### src/rtl/pwm_pkg.sv
// Shared definitions for the PWM capture block: FSM encoding and default sizes.
package pwm_pkg;

    typedef enum logic [1:0] {
        ST_IDLE  = 2'd0,   // waiting to see the input low before arming
        ST_ARMED = 2'd1,   // input known low, waiting for the first rise
        ST_HIGH  = 2'd2,   // measuring the high phase
        ST_LOW   = 2'd3    // measuring the low phase, next rise closes the period
    } state_t;

    localparam int unsigned DEF_W           = 32;
    localparam int unsigned DEF_SYNC_STAGES = 2;

endpackage

### src/rtl/pwm_capture_sync_edge.sv
// Synchronizer chain for an asynchronous input, with one extra delay flop so
// single-cycle rise/fall strobes can be derived in the destination domain.
module sync_edge #(
    parameter int unsigned SYNC_STAGES = 2
) (
    input  logic i_clk,
    input  logic rst_n,
    input  logic d,
    output logic level,
    output logic rise,
    output logic fall
);

    logic [SYNC_STAGES-1:0] chain;
    logic                   level_d;

    // Shift the raw input through the synchronizer, then keep one delayed copy.
    always_ff @(posedge i_clk or negedge rst_n) begin
        if (!rst_n) begin
            chain   <= '0;
            level_d <= 1'b0;
        end else begin
            chain   <= {chain[SYNC_STAGES-2:0], d};
            level_d <= chain[SYNC_STAGES-1];
        end
    end

    assign level = chain[SYNC_STAGES-1];
    assign rise  = level & ~level_d;
    assign fall  = ~level & level_d;

endmodule

### src/rtl/pwm_capture.sv
// Measures period and high time of an asynchronous PWM / divided-clock input
// in i_clk cycles, and flags loss of signal when no edge arrives in time.
//
// Output handshake: o_valid is a one-cycle strobe with no back-pressure; the
// consumer must take o_period/o_high in the cycle o_valid is high (both also
// hold until the next strobe). o_timeout is a level, cleared with o_valid.
module pwm_capture
    import pwm_pkg::*;
#(
    parameter int unsigned W           = DEF_W,
    parameter int unsigned SYNC_STAGES = DEF_SYNC_STAGES,
    parameter logic [W-1:0] TIMEOUT    = '1
) (
    input  logic         i_clk,
    input  logic         rst_n,
    input  logic         i_pwm,
    output logic [W-1:0] o_period,
    output logic [W-1:0] o_high,
    output logic         o_valid,
    output logic         o_timeout,
    output state_t       dbg_state
);

    localparam logic [W-1:0] CNT_ONE = {{(W-1){1'b0}}, 1'b1};

    logic s, rise, fall;

    sync_edge #(
        .SYNC_STAGES(SYNC_STAGES)
    ) u_sync (
        .i_clk (i_clk),
        .rst_n (rst_n),
        .d     (i_pwm),
        .level (s),
        .rise  (rise),
        .fall  (fall)
    );

    // After reset the synchronizer outputs 0 until the real input has walked
    // through it; warm marks when s can be trusted, so an input that is already
    // high at reset release is not mistaken for low-then-rise.
    logic [SYNC_STAGES:0] warm;
    logic                 primed;

    // Fill the warm-up shift register with ones after reset.
    always_ff @(posedge i_clk or negedge rst_n) begin
        if (!rst_n) warm <= '0;
        else        warm <= {warm[SYNC_STAGES-1:0], 1'b1};
    end

    assign primed = warm[SYNC_STAGES];

    state_t       state, state_nx;
    logic [W-1:0] cnt, cnt_nx;
    logic [W-1:0] high_cap, high_cap_nx;
    logic [W-1:0] period_nx, high_nx;
    logic         valid_nx, timeout_nx;

    // Register FSM state, counter, captured high time and all outputs.
    always_ff @(posedge i_clk or negedge rst_n) begin
        if (!rst_n) begin
            state     <= ST_IDLE;
            cnt       <= '0;
            high_cap  <= '0;
            o_period  <= '0;
            o_high    <= '0;
            o_valid   <= 1'b0;
            o_timeout <= 1'b0;
        end else begin
            state     <= state_nx;
            cnt       <= cnt_nx;
            high_cap  <= high_cap_nx;
            o_period  <= period_nx;
            o_high    <= high_nx;
            o_valid   <= valid_nx;
            o_timeout <= timeout_nx;
        end
    end

    // Next-state, counter and result logic; an edge takes priority over timeout.
    always_comb begin
        state_nx    = state;
        cnt_nx      = cnt;
        high_cap_nx = high_cap;
        period_nx   = o_period;
        high_nx     = o_high;
        valid_nx    = 1'b0;
        timeout_nx  = o_timeout;

        // Counter restarts at 1 on each rise; it saturates at TIMEOUT so a
        // late edge in the timeout cycle still cannot wrap it.
        if (rise) begin
            cnt_nx = CNT_ONE;
        end else if ((state == ST_HIGH || state == ST_LOW) && cnt != TIMEOUT) begin
            cnt_nx = cnt + CNT_ONE;
        end

        case (state)
            ST_IDLE: begin
                if (primed && !s) state_nx = ST_ARMED;
            end
            ST_ARMED: begin
                if (rise) state_nx = ST_HIGH;
            end
            ST_HIGH: begin
                if (fall) begin
                    state_nx    = ST_LOW;
                    high_cap_nx = cnt;
                end else if (cnt == TIMEOUT) begin
                    state_nx   = ST_IDLE;
                    timeout_nx = 1'b1;
                end
            end
            ST_LOW: begin
                if (rise) begin
                    state_nx   = ST_HIGH;
                    period_nx  = cnt;
                    high_nx    = high_cap;
                    valid_nx   = 1'b1;
                    timeout_nx = 1'b0;
                end else if (cnt == TIMEOUT) begin
                    state_nx   = ST_IDLE;
                    timeout_nx = 1'b1;
                end
            end
            default: state_nx = ST_IDLE;
        endcase
    end

    assign dbg_state = state;

endmodule

### config.mk
export PLATFORM = sky130hd
export DESIGN_NAME = pwm_capture
export DESIGN_NICKNAME = d
export VERILOG_FILES = /design/src/rtl/pwm_pkg.sv /design/src/rtl/pwm_capture_sync_edge.sv /design/src/rtl/pwm_capture.sv
export SDC_FILE = /design/constraint.sdc
export NUM_CORES = 1
export LEC_CHECK = 0
export ABC_AREA = 1
export CELL_PAD_IN_SITES_DETAIL_PLACEMENT = 0
export CELL_PAD_IN_SITES_GLOBAL_PLACEMENT = 2
export CORE_MARGIN = 3
export CORE_UTILIZATION = 36
export DETAILED_ROUTE_END_ITERATION = 6
export PLACE_DENSITY = 0.87
export SLEW_MARGIN = 15
export SYNTH_ARGS = -nofsm -noshare
export SYNTH_HDL_FRONTEND = slang
export SYNTH_SLANG_ARGS = --single-unit
### constraint.sdc
create_clock -name i_clk -period 3 [get_ports i_clk]
set_input_delay 0.6 -clock i_clk [delete_from_list [all_inputs] [get_ports i_clk]]
set_output_delay 0.6 -clock i_clk [all_outputs]
set_load 0.005 [all_outputs]
== Yosys cells after proc, flatten, opt, wreduce, memory -nomap -nowiden ==
Index checks and enable logic that the tools add are counted.

* Add/sub/neg operators: 1
* Equality and inequality tests: 8
* Muxes and demuxes: 14
* Bitwise logic cells: 4
* Reductions and logical operators: 11

{| class="wikitable"
|+ Operators with widths
! operator !! number
|-
| two-way mux 32 bit || 2
|-
| adder 32 x 1 -> 32 bit (second input constant) || 1
|-
| == test 32 bit (second input constant) || 1
|-
| != test 32 bit (second input constant) || 1
|-
| two-way mux 2 bit || 5
|-
| case mux 2 bit (4 select lines) || 1
|-
| AND reduction 2 bit || 4
|-
| != test 2 bit (second input constant) || 3
|-
| two-way mux 1 bit || 5
|-
| == test 2 bit (second input constant) || 2
|-
| nonzero test 2 bit || 2
|-
| AND 1 bit || 2
|-
| == test 2 x 1 -> 1 bit (second input constant) || 1
|-
| logical AND 1 bit || 2
|-
| logical NOT 2 bit || 1
|-
| NOT 1 bit || 2
|-
| case mux 1 bit (2 select lines) || 1
|-
| logical NOT 1 bit || 1
|-
| logical OR 1 bit || 1
|}

* Register bits: 138
* Bits of input ports: 3
* Output and inout port bits: 68

== Logic depth before layout (Yosys ltp) ==
* Word-level depth: 5
* Mapped depth: 12
* Depth with buffers taken out: 11

== Cells and area by module ==
Synthesis repeated with hierarchy kept, for this count alone.

* Cells, all modules: 740
* Area total of the unflattened synthesis: 6,093.3 µm²

{| class="wikitable"
|+ By module, submodules not included
! module !! instances !! cells each !! area an instance (µm²) !! seq. area each (µm²)
|-
| pwm_capture || 1 || 733 || 6,003.3 || 3,378.2
|-
| sync_edge || 1 || 7 || 90.1 || 75.1
|}

== Least setup slack after synthesis ==
Ideal clock, no wire load.

* Path kind: register to register
* From: register cnt[0]
* To: register cnt[21]
* Setup time: 119 ps
* Data arrival time: 1,552 ps
* Required time: 2,881 ps
* Setup slack: 1,330 ps
* Stages on the path, launching flop included: 12
* Period minus slack after synthesis: 1,670 ps
* Path through: dfrtp_1 -> ha_1 -> nand2_1 -> nor2_4 -> nand2_4 -> nor2_8 -> nand2_4 -> nand2_4 -> inv_2 -> buf_2 -> nand4_1 -> nand2_1

* Longest elaborated chain between the ends: 3

{| class="wikitable"
|+ Ends and longest elaborated chain
! element !! RTL line !! RTL
|-
| start, declared || pwm_capture.sv:54 || <nowiki>logic [W-1:0] cnt, cnt_nx;</nowiki>
|-
| start signal, assigned || pwm_capture.sv:71 || <nowiki>cnt <= cnt_nx;</nowiki>
|-
| adder 32 x 1 -> 32 bit / != test 32 bit (equally long branches) || pwm_capture.sv:95, pwm_capture.sv:94 ||
|-
| two-way mux 32 bit / logical AND 1 bit (equally long branches) || pwm_capture.sv:94 || <nowiki>end else if ((state == ST_HIGH || state == ST_LOW) && cnt != TIMEOUT) begin</nowiki>
|-
| two-way mux 32 bit / nonzero test 2 bit (equally long branches) || -- ||
|}

Parallel ways exist; a longest one is shown, timed or not. The select of a mux whose other input is x is not followed.
A chain may end at the register's enable or synchronous reset.

== Worst setup path after layout ==
* From: register state[1], in the netlist dbg_state[1]
* To: register o_period[25]

* Longest elaborated chain between the ends: 2

{| class="wikitable"
|+ Ends and longest elaborated chain
! element !! RTL line !! RTL
|-
| start, declared || pwm_capture.sv:53 || <nowiki>state_t state, state_nx;</nowiki>
|-
| start signal, assigned || pwm_capture.sv:70 || <nowiki>state <= state_nx;</nowiki>
|-
| == test 2 bit || pwm_capture.sv:98 || <nowiki>case (state)</nowiki>
|-
| AND reduction 2 bit (no line) || -- ||
|-
| end signal, assigned || pwm_capture.sv:73 || <nowiki>o_period <= period_nx;</nowiki>
|-
| end, declared || pwm_capture.sv:17 || <nowiki>output logic [W-1:0] o_period,</nowiki>
|}

Every way passes these cells.

==> impl_summary.md <==
Outcome
The flow ran to the end, and the final reports show no timing, DRC or antenna violations.

Global route
In the global route stage, overall resource usage came out at 17.45%. The via count of the first global-routing pass is around 4800. The routing usage on met1 is 23.96%. The wire length of the first global-routing pass is 24.99 mm.

The initial antenna violation count is 0. The most crowded layer after global routing is met2. In the global route stage, met3 resource usage came out at 3.886%. The total congestion overflow is 0.

The maximum number of pins on one net before global-route repair is 108. The global routing met2 resource utilization is 27.43%.

Synth
The number of synthesized flops with an enable pin is 0. The synthesized net count is 742. Yosys instantiated no cell more often than nand2_1. Of the synthesized area, sequential elements account for 56.87%. Counting instances in the post-synthesis netlist gives the leading cell types as nand2_1, dfrtp_1, o21ai_0, nor2_1, inv_1. Of the post-synthesis cell area, the dominant cell type holds 56.87%.

The register bit total from synthesis is 138. In the synthesized netlist the dominant register cell turns out to be dfrtp_1. The average size of a mapped cell is 8.228 µm². The number of distinct library cells after synthesis is 23. Of all cell types, the one taking the most synthesized area is dfrtp_1. The mapped cell area is 6072 µm². After synthesis, the share of flip-flops with an asynchronous set or reset is 100.0%. In the post-synthesis netlist, the biggest area contributors are dfrtp_1, nand2_1, o21ai_0. Yosys printed 0 warnings. The synthesized instance count is ~740.

Power
The sequential group share of total power is between 40% and 50%. The switching power is 1.245 mW. Summed over all cells, the static leakage comes to 3.437 nW. In this run switching power makes up 26.15% of total power. The worst-case IR drop observed on VDD is 0.3638 mV. Cell internal power was estimated by the tool at 3.515 mW.

The power density normalized to cell area is approximately 630 nW/µm². The part of the power in the clock network is 43.9%. The fraction of power consumed by combinational cells is roughly an eighth.

Route
Wires add up to around 15 mm. In the final routed layout, each cell accounts on average for 14.71 µm. In the routed design, unresolved DRC markers number 0. The mean number of vias per cell is 4.741. Detailed routing inserted a total of 4893 vias. The violation count after the first detailed-route iteration is about 270.

The number of iterations in the first detailed-routing pass is 5. The count of nets left with antenna violations once routing finished came out at 0.

Timing
After layout, the worst path uses between 70% and 80% of the clock period. The worst path in the final design needs a cycle of 2.225 ns, including I/O delays and setup. Setup repair after global routing left no endpoint under its margin. For this run, the top clock speed supported by timing is 449.5 MHz. The worst clock skew is 0.005206 ns. In the final timing run, aggregate negative setup slack is 0 ns. The slew of the pin with the lowest slew margin is 1.041 ns. The final count of negative-setup-slack endpoints is 0. The final count of pins violating max slew is 0. The number of hold violations in the final report is 0. Measured against its own limit, the worst slew margin works out to 30.54%.

Clock tree
The total CTS buffers is 17. After clock tree synthesis, the repair step resized 0 gates. For the worst-skew pair, the clock arrives at the later sink with an insertion delay of 0.41 ns. TritonCTS built the clock tree. The H-tree was split into 4 levels. The clock sink count is 138. The number of setup buffers added after CTS is 0. After clock tree synthesis, the flow added hold-fix buffers numbering 0. After clock tree synthesis, the clock-pin slew on the worst setup and hold paths is ~0.060 ns.

No sink is reached through more buffers than the 2 on the longest clock path. CTS placed an instance of clkbuf_16 at the clock tree root.

Place
The placed wire-length estimate is between 10 and 15 mm. The congestion estimate from routability-driven global placement came to around 0.84. The area after detailed placement is 6983 µm². The port buffer count is 70.

Setup path
Following the worst setup path forward leads to its endpoint at o_period[25]$_DFFE_PN0P_. The worst register-to-register path ends at o_period[25]$_DFFE_PN0P_. The worst path arrival time is 2.50 ns. The most numerous cell on the critical path is nand2_1. In this run the register-to-register setup slack is 0.78 ns. The element type at the critical path end is a flip-flop. The element type at the critical path start is a flip-flop. In this run the critical register-to-register path is launched from dbg_state[1]$_DFFE_PN0P_. The most critical setup path has its startpoint at dbg_state[1]$_DFFE_PN0P_. The signal on the critical path passes through nand2_1 > nor2_2 > inv_2 > buf_12 > nand2_1 > o21ai_0. The critical-path cell with the highest stage delay is nor2_2. The data required time at the worst endpoint is about 3.3 ns. The worst register-to-register path has a depth of 6. The largest single stage delay on the critical path is 0.77 ns. The category of the critical setup timing path is flip-flop to flip-flop.

In this run the worst path has a maximum fanout of between 100 and 150.

Cells and area
At the end of the flow, the number of nets in the layout was 810. The repair_antennas step left the layout with diodes totalling 0. The area growth from synthesis to layout is 24.60%. The summed area of non-filler cells in the final layout is 7566 µm².

The ratio of cells with drive above 1 in the final layout is 5.882%. The filler cells instantiated in the layout total 1599.

Flow run
The count of maximum capacitance violations is 0.

Min path
The path type of the worst min-delay path is primary input to asynchronous set/reset pin.

Floorplan
The die span in y is around 140 µm. The die is approximately 140 µm wide. The total area inside the core boundary comes to between 15000 and 20000 µm².

around 70 I/O pins were placed. Once the floorplan was initialized, standard cells occupied between 30% and 40% of the core. The standard-cell row count is 46.

The die covers 18460 µm².
layer usage:
| metal | vias up | wire (µm) |
|---|---|---|
| li1 | 2471 | - |
| met1 | 2312 | 7515 |
| met2 | 89 | 6853 |
| met3 | 21 | 528 |
| met4 | 0 | 287 |
| met5 | - | 0 |
sequential cells by signal, summed over array words and instances (netlist names):
register        flops
cnt                32
high_cap           32
o_high             32
o_period           32
warm                3
dbg_state           2
u_sync.chain        2
o_timeout           1
o_valid             1
u_sync.level_d      1
logic make-up (layout without fill, tap and decap cells):
| family | count (synthesis) | in the layout | synth area share [%] |
|---|---|---|---|
| other cells | 1 | 1 | 0.06176 |
| buf+inv | 87 | 165 | 5.955 |
| flops | 138 | 138 | 56.87 |
| simple gates | 405 | 405 | 27.86 |
| fa+ha+maj | 1 | 1 | 0.2060 |
| xor+xnor | 5 | 5 | 0.7212 |
| compound gates | 101 | 101 | 8.325 |
how the worst min path moves through the flow:
stage | startpoint | end | slack, ns | depth (start not counted)
after detailed placement | warm[0]$_DFF_PN0_ | warm[1]$_DFF_PN0_ | 0.34 | 0
final | rst_n | o_high[3]$_DFFE_PN0P_ | 0.17 | 1
after floorplan | rst_n | cnt[0]$_DFFE_PN0P_ | 0.30 | 0
after CTS | rst_n | o_high[3]$_DFFE_PN0P_ | 0.19 | 1
after global routing | rst_n | o_high[3]$_DFFE_PN0P_ | 0.21 | 1
after global placement | u_sync.chain[0]$_DFF_PN0_ | u_sync.chain[1]$_DFF_PN0_ | 0.33 | 0
power by group through the flow:
stage | registers, mW | clock network (mW) | logic (mW)
2_1_floorplan | 2.07 | 0 | 0.388
3_3_place_gp | 2.09 | 0 | 0.604
3_5_place_dp | 2.10 | 0 | 0.614
4_1_cts | 2.07 | 2.14 | 0.616
5_1_grt | 2.09 | 2.23 | 0.673
6_report | 2.07 | 2.09 | 0.599
per-stage QoR:
| step | total power, mW | util, % | hold slack [ns] | cells | setup WS, ns |
|---|---|---|---|---|---|
| after detailed placement | 2.716 | 43.18 | 0.3365 | 1003 | 0.8580 |
| after CTS | 4.830 | 46.78 | 0.1919 | 1032 | 0.8180 |
| final | 4.760 | 46.78 | 0.1690 | 1032 | 0.7753 |
| after global placement | 2.699 | 43.18 | 0.3336 | 1003 | 0.9163 |
| after global routing | 4.993 | 46.78 | 0.2051 | 1032 | 0.6517 |
| after floorplan | 2.458 | - | 0.3044 | 738 | 1.330 |
layout make-up:
class                           count  area (µm²)  share of cell area, %
Sequential cell                   138        3453                  45.64
Multi-Input combinational cell    513        2257                  29.83
Timing Repair Buffer               76       772.0                  10.20
Clock buffer                       22       464.2                  6.135
Tap cell                          216       270.3                  3.572
Inverter                           60       230.2                  3.043
Clock inverter                      7       118.9                  1.571
critical path, delay by kind of cell (launching register included):
kind,cells,cell delay [ns]
AOI/OAI and AO/OA,1,0.09
buffers and inverters,2,0.34
DFF,1,0.56
and+or+nand+nor,3,1.02
placed cells by master, fill, tap and decap left out:
cell type	n
buf_12	2
bufinv_16	3
o21ai_1	7
nand4_1	16
nand2_2	1
a21oi_1	3
inv_1	56
clkbuf_1	3
clkbuf_16	17
inv_2	3
nor2_2	2
xor2_1	5
nand3b_1	2
clkinv_4	2
ha_1	1
clkinv_2	1
o21ai_0	91
nand2_4	4
buf_6	1
dfrtp_1	138
buf_4	4
clkbuf_8	2
nand2_1	281
nor2_4	3
clkdlybuf4s50_1	69
nor2_1	57
nand3_1	38
clkinvlp_4	2
conb_1	1
nor2_8	1
Note: power is estimated with default switching activity, not from simulation.
